--- src/rtl/dmem_arbiter_if.sv ---
// Shared data-RAM bus: CPU read/write port, VGA read-only port, RAM port and error flag.
// slave is the arbiter view; master is the requester/RAM environment view.
interface dmem_arbiter_if;
  logic        cpu_req;
  logic        cpu_we;
  logic [31:0] cpu_addr;
  logic [31:0] cpu_wd;
  logic        cpu_gnt;
  logic        cpu_rvalid;
  logic [31:0] cpu_rd;
  logic        vga_req;
  logic [31:0] vga_addr;
  logic        vga_gnt;
  logic        vga_rvalid;
  logic [31:0] vga_rd;
  logic        mem_we;
  logic [31:0] mem_addr;
  logic [31:0] mem_wd;
  logic [31:0] mem_rd;
  logic        oob_err;

  modport slave (
    input  cpu_req, cpu_we, cpu_addr, cpu_wd, vga_req, vga_addr, mem_rd,
    output cpu_gnt, cpu_rvalid, cpu_rd, vga_gnt, vga_rvalid, vga_rd,
           mem_we, mem_addr, mem_wd, oob_err
  );

  modport master (
    output cpu_req, cpu_we, cpu_addr, cpu_wd, vga_req, vga_addr, mem_rd,
    input  cpu_gnt, cpu_rvalid, cpu_rd, vga_gnt, vga_rvalid, vga_rd,
           mem_we, mem_addr, mem_wd, oob_err
  );
endinterface

--- src/rtl/dmem_arbiter.sv ---
// CPU/VGA arbiter for one shared RAM; combinational grant, read data one cycle after grant.
// VGA wins contention; a CPU denied MAX_WAIT cycles is forced through; ungranted requests just wait.
module dmem_arbiter #(
  parameter int unsigned DEPTH    = 129600,
  parameter int unsigned MAX_WAIT = 4
) (
  input  logic         clk,
  input  logic         reset,
  dmem_arbiter_if.slave bus
);
  localparam int WW = (MAX_WAIT < 1) ? 1 : $clog2(MAX_WAIT + 1);

  typedef enum logic [1:0] {IDLE = 2'd0, VGA = 2'd1, CPU = 2'd2} state_t;

  state_t          state_q, state_d;
  logic [WW-1:0]   wait_q, wait_d;
  logic            rd_pend_q, rd_pend_d;
  logic [31:0]     cpu_rd_q, vga_rd_q;
  logic            oob_q;

  logic            cpu_gnt, vga_gnt, oob, starve;
  logic [31:0]     gnt_addr, rd_load;

  always_comb begin
    cpu_gnt   = 1'b0;
    vga_gnt   = 1'b0;
    state_d   = IDLE;
    wait_d    = '0;
    gnt_addr  = '0;
    starve    = bus.cpu_req && (wait_q == WW'(MAX_WAIT));

    if (!reset) begin
      if (starve)            cpu_gnt = 1'b1;
      else if (bus.vga_req)  vga_gnt = 1'b1;
      else if (bus.cpu_req)  cpu_gnt = 1'b1;
    end

    if (vga_gnt)      state_d = VGA;
    else if (cpu_gnt) state_d = CPU;

    // Counter only survives while the CPU keeps asking and keeps losing.
    if (bus.cpu_req && !cpu_gnt)
      wait_d = starve ? wait_q : wait_q + 1'b1;

    if (cpu_gnt)      gnt_addr = bus.cpu_addr;
    else if (vga_gnt) gnt_addr = bus.vga_addr;

    oob       = (cpu_gnt || vga_gnt) && (gnt_addr >= 32'(DEPTH));
    rd_load   = oob ? 32'd0 : bus.mem_rd;
    rd_pend_d = vga_gnt || (cpu_gnt && !bus.cpu_we);
  end

  always_ff @(posedge clk) begin
    if (reset) begin
      state_q   <= IDLE;
      wait_q    <= '0;
      rd_pend_q <= 1'b0;
      cpu_rd_q  <= '0;
      vga_rd_q  <= '0;
      oob_q     <= 1'b0;
    end else begin
      state_q   <= state_d;
      wait_q    <= wait_d;
      rd_pend_q <= rd_pend_d;
      if (cpu_gnt && !bus.cpu_we) cpu_rd_q <= rd_load;
      if (vga_gnt)                vga_rd_q <= rd_load;
      oob_q     <= oob_q | oob;
    end
  end

  assign bus.cpu_gnt    = cpu_gnt;
  assign bus.vga_gnt    = vga_gnt;
  assign bus.mem_addr   = gnt_addr;
  assign bus.mem_we     = cpu_gnt && bus.cpu_we && !oob;
  assign bus.mem_wd     = bus.cpu_wd;
  // Reset in the cycle after a grant must hide the pending read result at once.
  assign bus.cpu_rvalid = !reset && rd_pend_q && (state_q == CPU);
  assign bus.vga_rvalid = !reset && rd_pend_q && (state_q == VGA);
  assign bus.cpu_rd     = reset ? 32'd0 : cpu_rd_q;
  assign bus.vga_rd     = reset ? 32'd0 : vga_rd_q;
  assign bus.oob_err    = oob_q;
endmodule

--- src/flat_wrapper.sv ---
// flat-port wrapper written by rule: the top's interface ports become plain ports
module dmem_arbiter_flat 
#(
  parameter int unsigned DEPTH    = 129600,
  parameter int unsigned MAX_WAIT = 4
)
  (clk, reset, bus_cpu_req, bus_cpu_we, bus_cpu_addr, bus_cpu_wd, bus_vga_req, bus_vga_addr, bus_mem_rd, bus_cpu_gnt, bus_cpu_rvalid, bus_cpu_rd, bus_vga_gnt, bus_vga_rvalid, bus_vga_rd, bus_mem_we, bus_mem_addr, bus_mem_wd, bus_oob_err);
  dmem_arbiter_if bus_i ();
  input  logic clk;
  input  logic reset;
  input wire logic [$bits(bus_i.cpu_req)-1:0] bus_cpu_req;
  input wire logic [$bits(bus_i.cpu_we)-1:0] bus_cpu_we;
  input wire logic [$bits(bus_i.cpu_addr)-1:0] bus_cpu_addr;
  input wire logic [$bits(bus_i.cpu_wd)-1:0] bus_cpu_wd;
  input wire logic [$bits(bus_i.vga_req)-1:0] bus_vga_req;
  input wire logic [$bits(bus_i.vga_addr)-1:0] bus_vga_addr;
  input wire logic [$bits(bus_i.mem_rd)-1:0] bus_mem_rd;
  output wire logic [$bits(bus_i.cpu_gnt)-1:0] bus_cpu_gnt;
  output wire logic [$bits(bus_i.cpu_rvalid)-1:0] bus_cpu_rvalid;
  output wire logic [$bits(bus_i.cpu_rd)-1:0] bus_cpu_rd;
  output wire logic [$bits(bus_i.vga_gnt)-1:0] bus_vga_gnt;
  output wire logic [$bits(bus_i.vga_rvalid)-1:0] bus_vga_rvalid;
  output wire logic [$bits(bus_i.vga_rd)-1:0] bus_vga_rd;
  output wire logic [$bits(bus_i.mem_we)-1:0] bus_mem_we;
  output wire logic [$bits(bus_i.mem_addr)-1:0] bus_mem_addr;
  output wire logic [$bits(bus_i.mem_wd)-1:0] bus_mem_wd;
  output wire logic [$bits(bus_i.oob_err)-1:0] bus_oob_err;
  assign bus_i.cpu_req = bus_cpu_req;
  assign bus_i.cpu_we = bus_cpu_we;
  assign bus_i.cpu_addr = bus_cpu_addr;
  assign bus_i.cpu_wd = bus_cpu_wd;
  assign bus_i.vga_req = bus_vga_req;
  assign bus_i.vga_addr = bus_vga_addr;
  assign bus_i.mem_rd = bus_mem_rd;
  assign bus_cpu_gnt = bus_i.cpu_gnt;
  assign bus_cpu_rvalid = bus_i.cpu_rvalid;
  assign bus_cpu_rd = bus_i.cpu_rd;
  assign bus_vga_gnt = bus_i.vga_gnt;
  assign bus_vga_rvalid = bus_i.vga_rvalid;
  assign bus_vga_rd = bus_i.vga_rd;
  assign bus_mem_we = bus_i.mem_we;
  assign bus_mem_addr = bus_i.mem_addr;
  assign bus_mem_wd = bus_i.mem_wd;
  assign bus_oob_err = bus_i.oob_err;
  dmem_arbiter #(.DEPTH(DEPTH), .MAX_WAIT(MAX_WAIT)) u_core (.clk(clk), .reset(reset), .bus(bus_i));
endmodule
--- config.mk ---
export PLATFORM = sky130hd
export DESIGN_NAME = dmem_arbiter_flat
export DESIGN_NICKNAME = d
export VERILOG_FILES = /design/src/rtl/dmem_arbiter_if.sv /design/src/rtl/dmem_arbiter.sv /design/src/flat_wrapper.sv
export SDC_FILE = /design/constraint.sdc
export NUM_CORES = 1
export LEC_CHECK = 0
export CAP_MARGIN = 20
export CELL_PAD_IN_SITES_DETAIL_PLACEMENT = 2
export CELL_PAD_IN_SITES_GLOBAL_PLACEMENT = 2
export CORE_ASPECT_RATIO = 0.9
export CORE_UTILIZATION = 20
export DETAILED_ROUTE_END_ITERATION = 8
export GPL_ROUTABILITY_DRIVEN = 1
export PLACE_DENSITY = 0.85
export SYNTH_ARGS = -nofsm -noshare
export SYNTH_HDL_FRONTEND = slang
export SYNTH_SLANG_ARGS = --single-unit
--- constraint.sdc ---
create_clock -name clk -period 5.45 [get_ports clk]
set_input_delay 1.635 -clock clk [delete_from_list [all_inputs] [get_ports clk]]
set_output_delay 1.635 -clock clk [all_outputs]
set_load 0.01 [all_outputs]
# [Word level (Yosys, flattened, before mapping)]
# Cells that the tools add are included.
[word_totals] input_bits=133 elab_cells=45 output_inout_bits=134 ff_bits=71
[op_classes] magnitude_cmp=1 n_reduce_logical=17 muxes=14 eq_ne=3 bitwise_logic=2 addsub=1
[ops] cell="$mux W32" n=5
[ops] cell="$ge A32 B17 Y1 const B" n=1
[ops] cell="$logic_and A1 B1 Y1" n=9
[ops] cell="$mux W1" n=8
[ops] cell="$logic_not A1 Y1" n=4
[ops] cell="$reduce_or A2 Y1" n=2
[ops] cell="$add A3 B1 Y3 const B" n=1
[ops] cell="$eq A3 B3 Y1 const B" n=1
[ops] cell="$eq A2 B1 Y1 const B" n=1
[ops] cell="$eq A2 B2 Y1 const B" n=1
[ops] cell="$logic_or A1 B1 Y1" n=2
[ops] cell="$mux W2" n=1
[ops] cell="$not A1 Y1" n=1
[ops] cell="$or A1 B1 Y1" n=1

# [Depth between registers and ports, before layout]
# Gate-level depths: netlist of the first run.
[logic_depth] word_depth=10 depth_mapped=10 mapped_depth_nobuf=7

# [Least setup slack after synthesis of the first run]
# Ideal clock, no wire load.
[synth_timing] path_type="input -> output" start="input port reset" end="output port bus_mem_we" required_time_ps=3815 setup_slack_ps=805 n_path_buf=3 arrival_ps=3010 stages=8 path_cell_list="buf_6 -> nand2b_1 -> nor3_1 -> o32ai_1 -> a221oi_2 -> buf_6 -> buf_6 -> nor3_1"
[synth_between] elab_chain_len=7 elab_cells_between_ends=10 classes_between="order compare: 1; mux: 4; reduce/logical: 5"
[synth_rtl] element="start: declaration" line_no="flat_wrapper.sv:10" rtl="input logic reset;"
[synth_rtl] element="$mux W1" line_no="dmem_arbiter.sv:32" rtl="if (!reset) begin"
[synth_rtl] element="$mux W32" line_no="dmem_arbiter.sv:46" rtl="else if (vga_gnt) gnt_addr = bus.vga_addr;"
[synth_rtl] element="$mux W32" line_no="dmem_arbiter.sv:45" rtl="if (cpu_gnt) gnt_addr = bus.cpu_addr;"
[synth_rtl] element="$ge A32 B17 Y1" line_no="dmem_arbiter.sv:48" rtl="oob = (cpu_gnt || vga_gnt) && (gnt_addr >= 32'(DEPTH));"
[synth_rtl] element="$logic_and A1 B1 Y1" line_no="dmem_arbiter.sv:48"
[synth_rtl] element="$logic_not A1 Y1" line_no="dmem_arbiter.sv:74" rtl="assign bus.mem_we = cpu_gnt && bus.cpu_we && !oob;"
[synth_rtl] element="$logic_and A1 B1 Y1 *" line_no="dmem_arbiter.sv:74"
[synth_rtl] element="end: declaration" line_no="flat_wrapper.sv:24" rtl="output wire logic [$bits(bus_i.mem_we)-1:0] bus_mem_we;"
# Mark *: on every way between the ends. The rest lies on a longest branch, timed or not.

# [Worst setup path after layout of the first run]
[layout_timing] start="input port bus_cpu_req" end="output port bus_mem_addr[7]"
[layout_between] elab_chain_len=5 elab_cells_between_ends=9 classes_between="mux: 8; reduce/logical: 1"
[layout_rtl] element="start: declaration" line_no="flat_wrapper.sv:11" rtl="input wire logic [$bits(bus_i.cpu_req)-1:0] bus_cpu_req;"
[layout_rtl] element="$mux W1 or $logic_and A1 B1 Y1 (tied branches)" line_no="dmem_arbiter.sv:35, dmem_arbiter.sv:30"
[layout_rtl] element="$mux W1, on equally long branches" line_no="dmem_arbiter.sv:34, dmem_arbiter.sv:33"
[layout_rtl] element="$mux W1, on equally long branches" line_no="dmem_arbiter.sv:33, dmem_arbiter.sv:32"
[layout_rtl] element="$mux W1 or $mux W32 (tied branches)" line_no="dmem_arbiter.sv:32, dmem_arbiter.sv:46"
[layout_rtl] element="$mux W32 *" line_no="dmem_arbiter.sv:45"
[layout_rtl] element="end: declaration" line_no="flat_wrapper.sv:25" rtl="output wire logic [$bits(bus_i.mem_addr)-1:0] bus_mem_addr;"
# Marked as above.

==> out/qor.csv, run 1 <==
stage,metric,value,unit
run_status,outcome,finished clean,
clock_network,hold_buffers,0,
finish,syn2layout_area_growth,56.6,%
route,wire_per_inst,19.0,um
route,vias,4362,
global_routing,grt_usage,0.172,
clock_network,clock_path_buffers,2,
route,drt-initial-drc-count,126,
clock_network,h-tree-depth,3,
floorplan,fp.dieW,154,um
finish,finalNetCount,823,
global_routing,antenna_found_initial,0,
sta,setup_viol,0,
finish,regArea,1420,sq um
yosys,synth_cell_types,39,
setup_path,cpMaxStageDelayCell,clkdlybuf4s50_1,
setup_path,r2r_cells,9,
setup_path,path_delay_family,buffers and inverters,
clock_network,cts_sinks,71,
min_path,hold_path_startpoint,u_core.wait_q[0],
setup_path,ff2ff_setup_slack,2.62,ns
yosys,synth_nets,666,
global_routing,overflow,0,
floorplan,initial_core_util,0.206,
setup_path,worstSetupPathType,in2out,
floorplan,ioPinCount,267,
sta,tightest_slew,0.790,ns
global_routing,grt_pass1_vias,4785,
yosys,syn_area_per_cell,7.86,sq um
floorplan,die-area,21500,sq um
finish,n_fill_cell,2345,
setup_path,worstPathArrival,3.68,ns
setup_path,slowest_delay,0.55,ns
finish,antenna_cells,0,
global_routing,grt_pass1_wl,28300,um
setup_path,start_kind,input pin,
placed_design,place.gp.congestion,0.817,
sta,final.min_clock_period,5.32,ns
setup_path,crit_buf_inv,3,
yosys,async_flop_share,0,
finish,drive_gt1_frac,0.0912,
power,power_leakage,0.00232,uW
route,route.detailed.drc,0,
yosys,syn_inst,531,
yosys,yosysSeqAreaShare,0.341,
sta,finalHoldViolCount,0,
job,maxCapViolCount,0,
power,power_density,217,nW/um^2
sta,rsz0062_at_grt,false,
sta,drv_slew,0,
route,wl,18000,um
setup_path,endpoint_kind,output port,
yosys,synth.area.top_cells,"dfxtp_1, nor2b_1, nand2_1",
yosys,netlist.top_cell.by_area,dfxtp_1,
setup_path,cp_common_cell,clkdlybuf4s50_1,
route,viasPerCell,4.61,
global_routing,grt_max_degree,66,
yosys,ys_warn_count,0,
sta,slew_headroom,0.473,
setup_path,r2r-start,u_core.wait_q[0],
floorplan,rows,49,
setup_path,crit_fanout,19,
min_path,hp-class,reg2reg,
sta,min_period_over_period,0.975,
yosys,synth_top_area_frac,0.341,
finish,final_common_cell,clkdlybuf4s50_1,
placed_design,dp_hpwl,12800,um
min_path,min_to,u_core.wait_q[0],
setup_path,crit_path_cell_trace,clkdlybuf4s50_1 > and3_1 > nor2_4 > buf_4 > a22o_1 > clkdlybuf4s50_1,
setup_path,r2r-end,u_core.cpu_rd_q[18],
yosys,syn_area,4170,sq um
route,ant_nets,0,
finish,fin_util,0.323,
sta,finClkSkew,0.00629,ns
setup_path,crit_required,3.82,ns
clock_network,cts_tree,yes,
clock_network,cts_buffers,9,
placed_design,portBuffers,202,
min_path,holdPathStages,1,
placed_design,pre_cts_ws,-0.148,ns
power,vdd_ir_drop_max,0.114,mV
clock_network,clockRootBuffer,clkbuf_16,
clock_network,clk_pin_slew_worst_paths,0.05,ns
floorplan,die_h,139,um
yosys,synth_edf_count,0,
sta,max_freq,188,MHz
yosys,ys_ff_latch,71,
route,dr.pass1.iters,4,
finish,mostFrequentLayoutCells,"clkdlybuf4s50_1, nand2_1, nor2b_1",
setup_path,critical_path_depth,6,
finish,multiInputGateArea,2290,sq um
clock_network,clock_latency,0.33,ns
floorplan,core-area,20200,sq um
yosys,ys.flop_type,dfxtp_1,
sta,fin_ws,0.135,ns
==> cells in the mapped netlist (5+ instances only) <==
| cell | instances |
|---|---|
| buf_2 | 9 |
| nor4_1 | 7 |
| inv_1 | 5 |
| buf_4 | 32 |
| nor2b_1 | 96 |
| o21ai_0 | 21 |
| nand2_1 | 102 |
| nor2_1 | 7 |
| buf_6 | 6 |
| a22o_1 | 29 |
| o21ai_2 | 9 |
| o31ai_1 | 33 |
| dfxtp_1 | 71 |
| nand4_1 | 34 |
| clkbuf_1 | 29 |
==> sequential cells by signal (all words and copies together) (netlist names) <==
signal / flops
u_core.vga_rd_q: 32
u_core.bus.oob_err: 1
u_core.state_q: 2
u_core.wait_q: 3
u_core.cpu_rd_q: 32
u_core.rd_pend_q: 1
==> metal layers <==
| layer | track usage | vias up | wire length, um |
|---|---|---|---|
| li1 | - | 2116 | - |
| met1 | 0.221 | 2122 | 8490 |
| met2 | 0.293 | 108 | 8550 |
| met3 | 0.0388 | 16 | 750 |
| met4 | 0.0380 | 0 | 208 |
| met5 | 0 | - | 0 |
==> report_power, final <==
group | internal, uW | total [uW] | switching (uW)
Clock | 360 | 585 | 225
Combinational | 151 | 291 | 140
Sequential | 537 | 540 | 3.91
==> stage by stage <==
| stage | setup TNS [ns] | area (sq um) | total power, uW | hold slack, ns | instances |
|---|---|---|---|---|---|
| after floorplan | 0 | 4170 | 690 | 0.417 | 531 |
| after global placement | -0.0404 | 6220 | 836 | 0.433 | 931 |
| after detailed placement | -0.148 | 6220 | 843 | 0.452 | 931 |
| after CTS | 0 | 6540 | 1440 | 0.465 | 946 |
| after global routing | 0 | 6540 | 1480 | 0.485 | 946 |
| final | 0 | 6540 | 1420 | 0.468 | 946 |
==> how the worst max path moves through the flow <==
stage / startpoint / endpoint / slack [ns]
2_1_floorplan: reset / bus_mem_we / 0.81
3_3_place_gp: bus_cpu_addr[20] / bus_mem_we / -0.04
3_5_place_dp: bus_vga_req / bus_mem_we / -0.15
4_1_cts: bus_cpu_req / bus_mem_addr[7] / 0.13
5_1_grt: bus_cpu_req / bus_mem_addr[22] / 0.04
6_report: bus_cpu_req / bus_mem_addr[7] / 0.13
==> kinds of logic (layout without fill, tap and decap cells) <==
| family | Yosys count | after routing | share of synthesized area |
|---|---|---|---|
| and+or+nand+nor | 268 | 268 | 0.340 |
| AOI/OAI and AO/OA | 104 | 104 | 0.191 |
| buffers and inverters | 85 | 245 | 0.120 |
| DFF | 71 | 71 | 0.341 |
| adders and majority gates | 2 | 2 | 0.00599 |
| muxes | 1 | 1 | 0.00240 |
==> timing repair <==
| action | CTS | global route |
|---|---|---|
| setup endpoints to repair | 1 | 0 |
| setup buffers | 1 | 0 |
| resized for setup | 5 | 0 |
==> area by class of cell <==
cell class	instances	area share
Multi-Input combinational cell	375	0.351
Clock inverter	4	0.00727
Tap cell	255	0.0488
Timing Repair Buffer	226	0.336
Sequential cell	71	0.217
Clock buffer	10	0.0366
Inverter	5	0.00287
Power figures use the tool's default switching activity.
==> run 2: changes to the inputs <==
Settings changed: CORE_UTILIZATION 20 to 19, PLACE_DENSITY 0.85 to 0.82, SKIP_CTS_REPAIR_TIMING set to 1.
Clock period 5.45 ns to 5.6 ns, I/O delays scaled along.
==> out/qor.csv, run 2 (same netlist as run 1, synthesis figures left out) <==
stage,metric,value,unit,change
global_routing,grt_pass1_wl,27700,um,-2.0%
placed_design,portBuffers,202,,unchanged
clock_network,clock_path_buffers,2,,unchanged
setup_path,worstPathArrival,3.77,ns,+0.09 ns
floorplan,ioPinCount,267,,unchanged
global_routing,grt_pass1_vias,4778,,-0.15%
route,ant_nets,0,,unchanged
sta,finClkSkew,0.00355,ns,-0.00274 ns
placed_design,dp_hpwl,12700,um,-0.90%
setup_path,start_kind,input pin,,
finish,finalNetCount,823,,unchanged
floorplan,core-area,21600,sq um,+6.6%
sta,drv_slew,0,,unchanged
placed_design,pre_cts_ws,-0.121,ns,+0.0268 ns
floorplan,fp.dieW,158,um,+2.6%
finish,antenna_cells,0,,unchanged
global_routing,grt_max_degree,66,,unchanged
global_routing,overflow,0,,unchanged
clock_network,clock_latency,0.34,ns,about the same
finish,design_area,6650,sq um,+1.8%
run_status,outcome,finished clean,,
setup_path,crit_required,3.92,ns,+0.10 ns
finish,drive_gt1_frac,0.0938,,+0.00262
setup_path,endpoint_kind,output port,,
finish,final_common_cell,clkdlybuf4s50_1,,
route,viasPerCell,4.46,,-3.2%
sta,tns,0,ns,unchanged
floorplan,initial_core_util,0.194,,-0.0128
setup_path,crit_fanout,8,,-11
sta,tightest_slew,0.775,ns,-0.0148 ns
job,maxCapViolCount,0,,unchanged
global_routing,antenna_found_initial,0,,unchanged
sta,max_freq,183,MHz,
sta,slew_headroom,0.483,,+0.00987
route,route.detailed.drc,0,,unchanged
clock_network,h-tree-depth,3,,unchanged
clock_network,clk_pin_slew_worst_paths,0.06,ns,about the same
power,vdd_ir_drop_max,0.105,mV,-7.8%
placed_design,placed_area,6220,sq um,about the same
finish,mostFrequentLayoutCells,"clkdlybuf4s50_1, nand2_1, nor2b_1",,
placed_design,place.gp.congestion,0.774,,-5.2%
route,vias,4392,,+0.69%
clock_network,cts_tree,yes,,
sta,setup_viol,0,,unchanged
floorplan,rows,51,,+4.1%
power,power_density,224,nW/um^2,+3.3%
clock_network,cts_buffers,9,,unchanged
floorplan,die_h,143,um,+2.6%
route,drt-initial-drc-count,112,,-11%
route,dr.pass1.iters,5,,+1
sta,min_period_over_period,0.974,,
clock_network,clockRootBuffer,clkbuf_16,,
power,power_leakage,0.00236,uW,+1.8%
sta,final.min_clock_period,5.45,ns,
sta,fin_ws,0.147,ns,+0.0127 ns
floorplan,die-area,22600,sq um,+5.2%
setup_path,ff2ff_setup_slack,2.71,ns,+0.09 ns
finish,syn2layout_area_growth,59.4,%,
global_routing,grt_usage,0.164,,-0.00788
route,wire_per_inst,18.7,um,-1.6%
min_path,hp-class,reg2reg,,
sta,rsz0062_at_grt,false,,
setup_path,worstSetupPathType,in2out,,
clock_network,cts_sinks,71,,unchanged
route,wl,18400,um,+2.4%
sta,finalHoldViolCount,0,,unchanged
finish,reg_top3,"u_core.cpu_rd_q: 32 flops, u_core.vga_rd_q: 32 flops, u_core.wait_q: 3 flops",,
==> run 2: final cells by class <==
class / count / area [sq um]
well taps: 291 / 364
multi-input cells: 376 / 2310
inverters: 5 / 18.8
fillers: 2497 / 14900
flip-flops and latches: 71 / 1420
clock inverters: 6 / 108
clock buffers: 10 / 239
repair buffers: 225 / 2190
==> run 2: through the flow <==
stage	total power (uW)	utilization	hold slack, ns	std cells
finish	1490	0.308	0.455	984
global route	1550	0.308	0.479	984
CTS	1510	0.305	0.462	977
detailed placement	815	0.288	0.453	961
global placement	809	0.288	0.430	961
floorplan	671	-	0.417	531
==> run 2: routing by layer <==
metal,vias to the layer above,global-route usage,part of all wire
met1,2135,0.206,0.45
li1,2126,-,-
met3,13,0.0419,0.049
met5,-,0,0
met4,0,0.0395,0.011
met2,118,0.279,0.49
==> run 2: critical path, stage by stage <==
cell             delay, ns
clkdlybuf4s50_1       0.55
nand2b_1              0.23
nor2_4                0.29
buf_4                 0.16
a22oi_2               0.07
buf_4                 0.15
inv_1                 0.04
clkdlybuf4s50_1       0.59
==> run 2: path summary, 6_finish.rpt <==
path | startpoint | end | cells past startpoint
worst max register to register | u_core.wait_q[0] | u_core.cpu_rd_q[15] | 8
worst min register to register | u_core.wait_q[0] | u_core.wait_q[0] | 1
worst max-delay path | bus_vga_req | bus_mem_addr[18] | 8
worst min-delay path | u_core.wait_q[0] | u_core.wait_q[0] | 1
==> run 2: power breakdown <==
group / internal [uW] / switching (uW)
Sequential: 522 / 3.90
Combinational: 147 / 136
Clock: 446 / 235
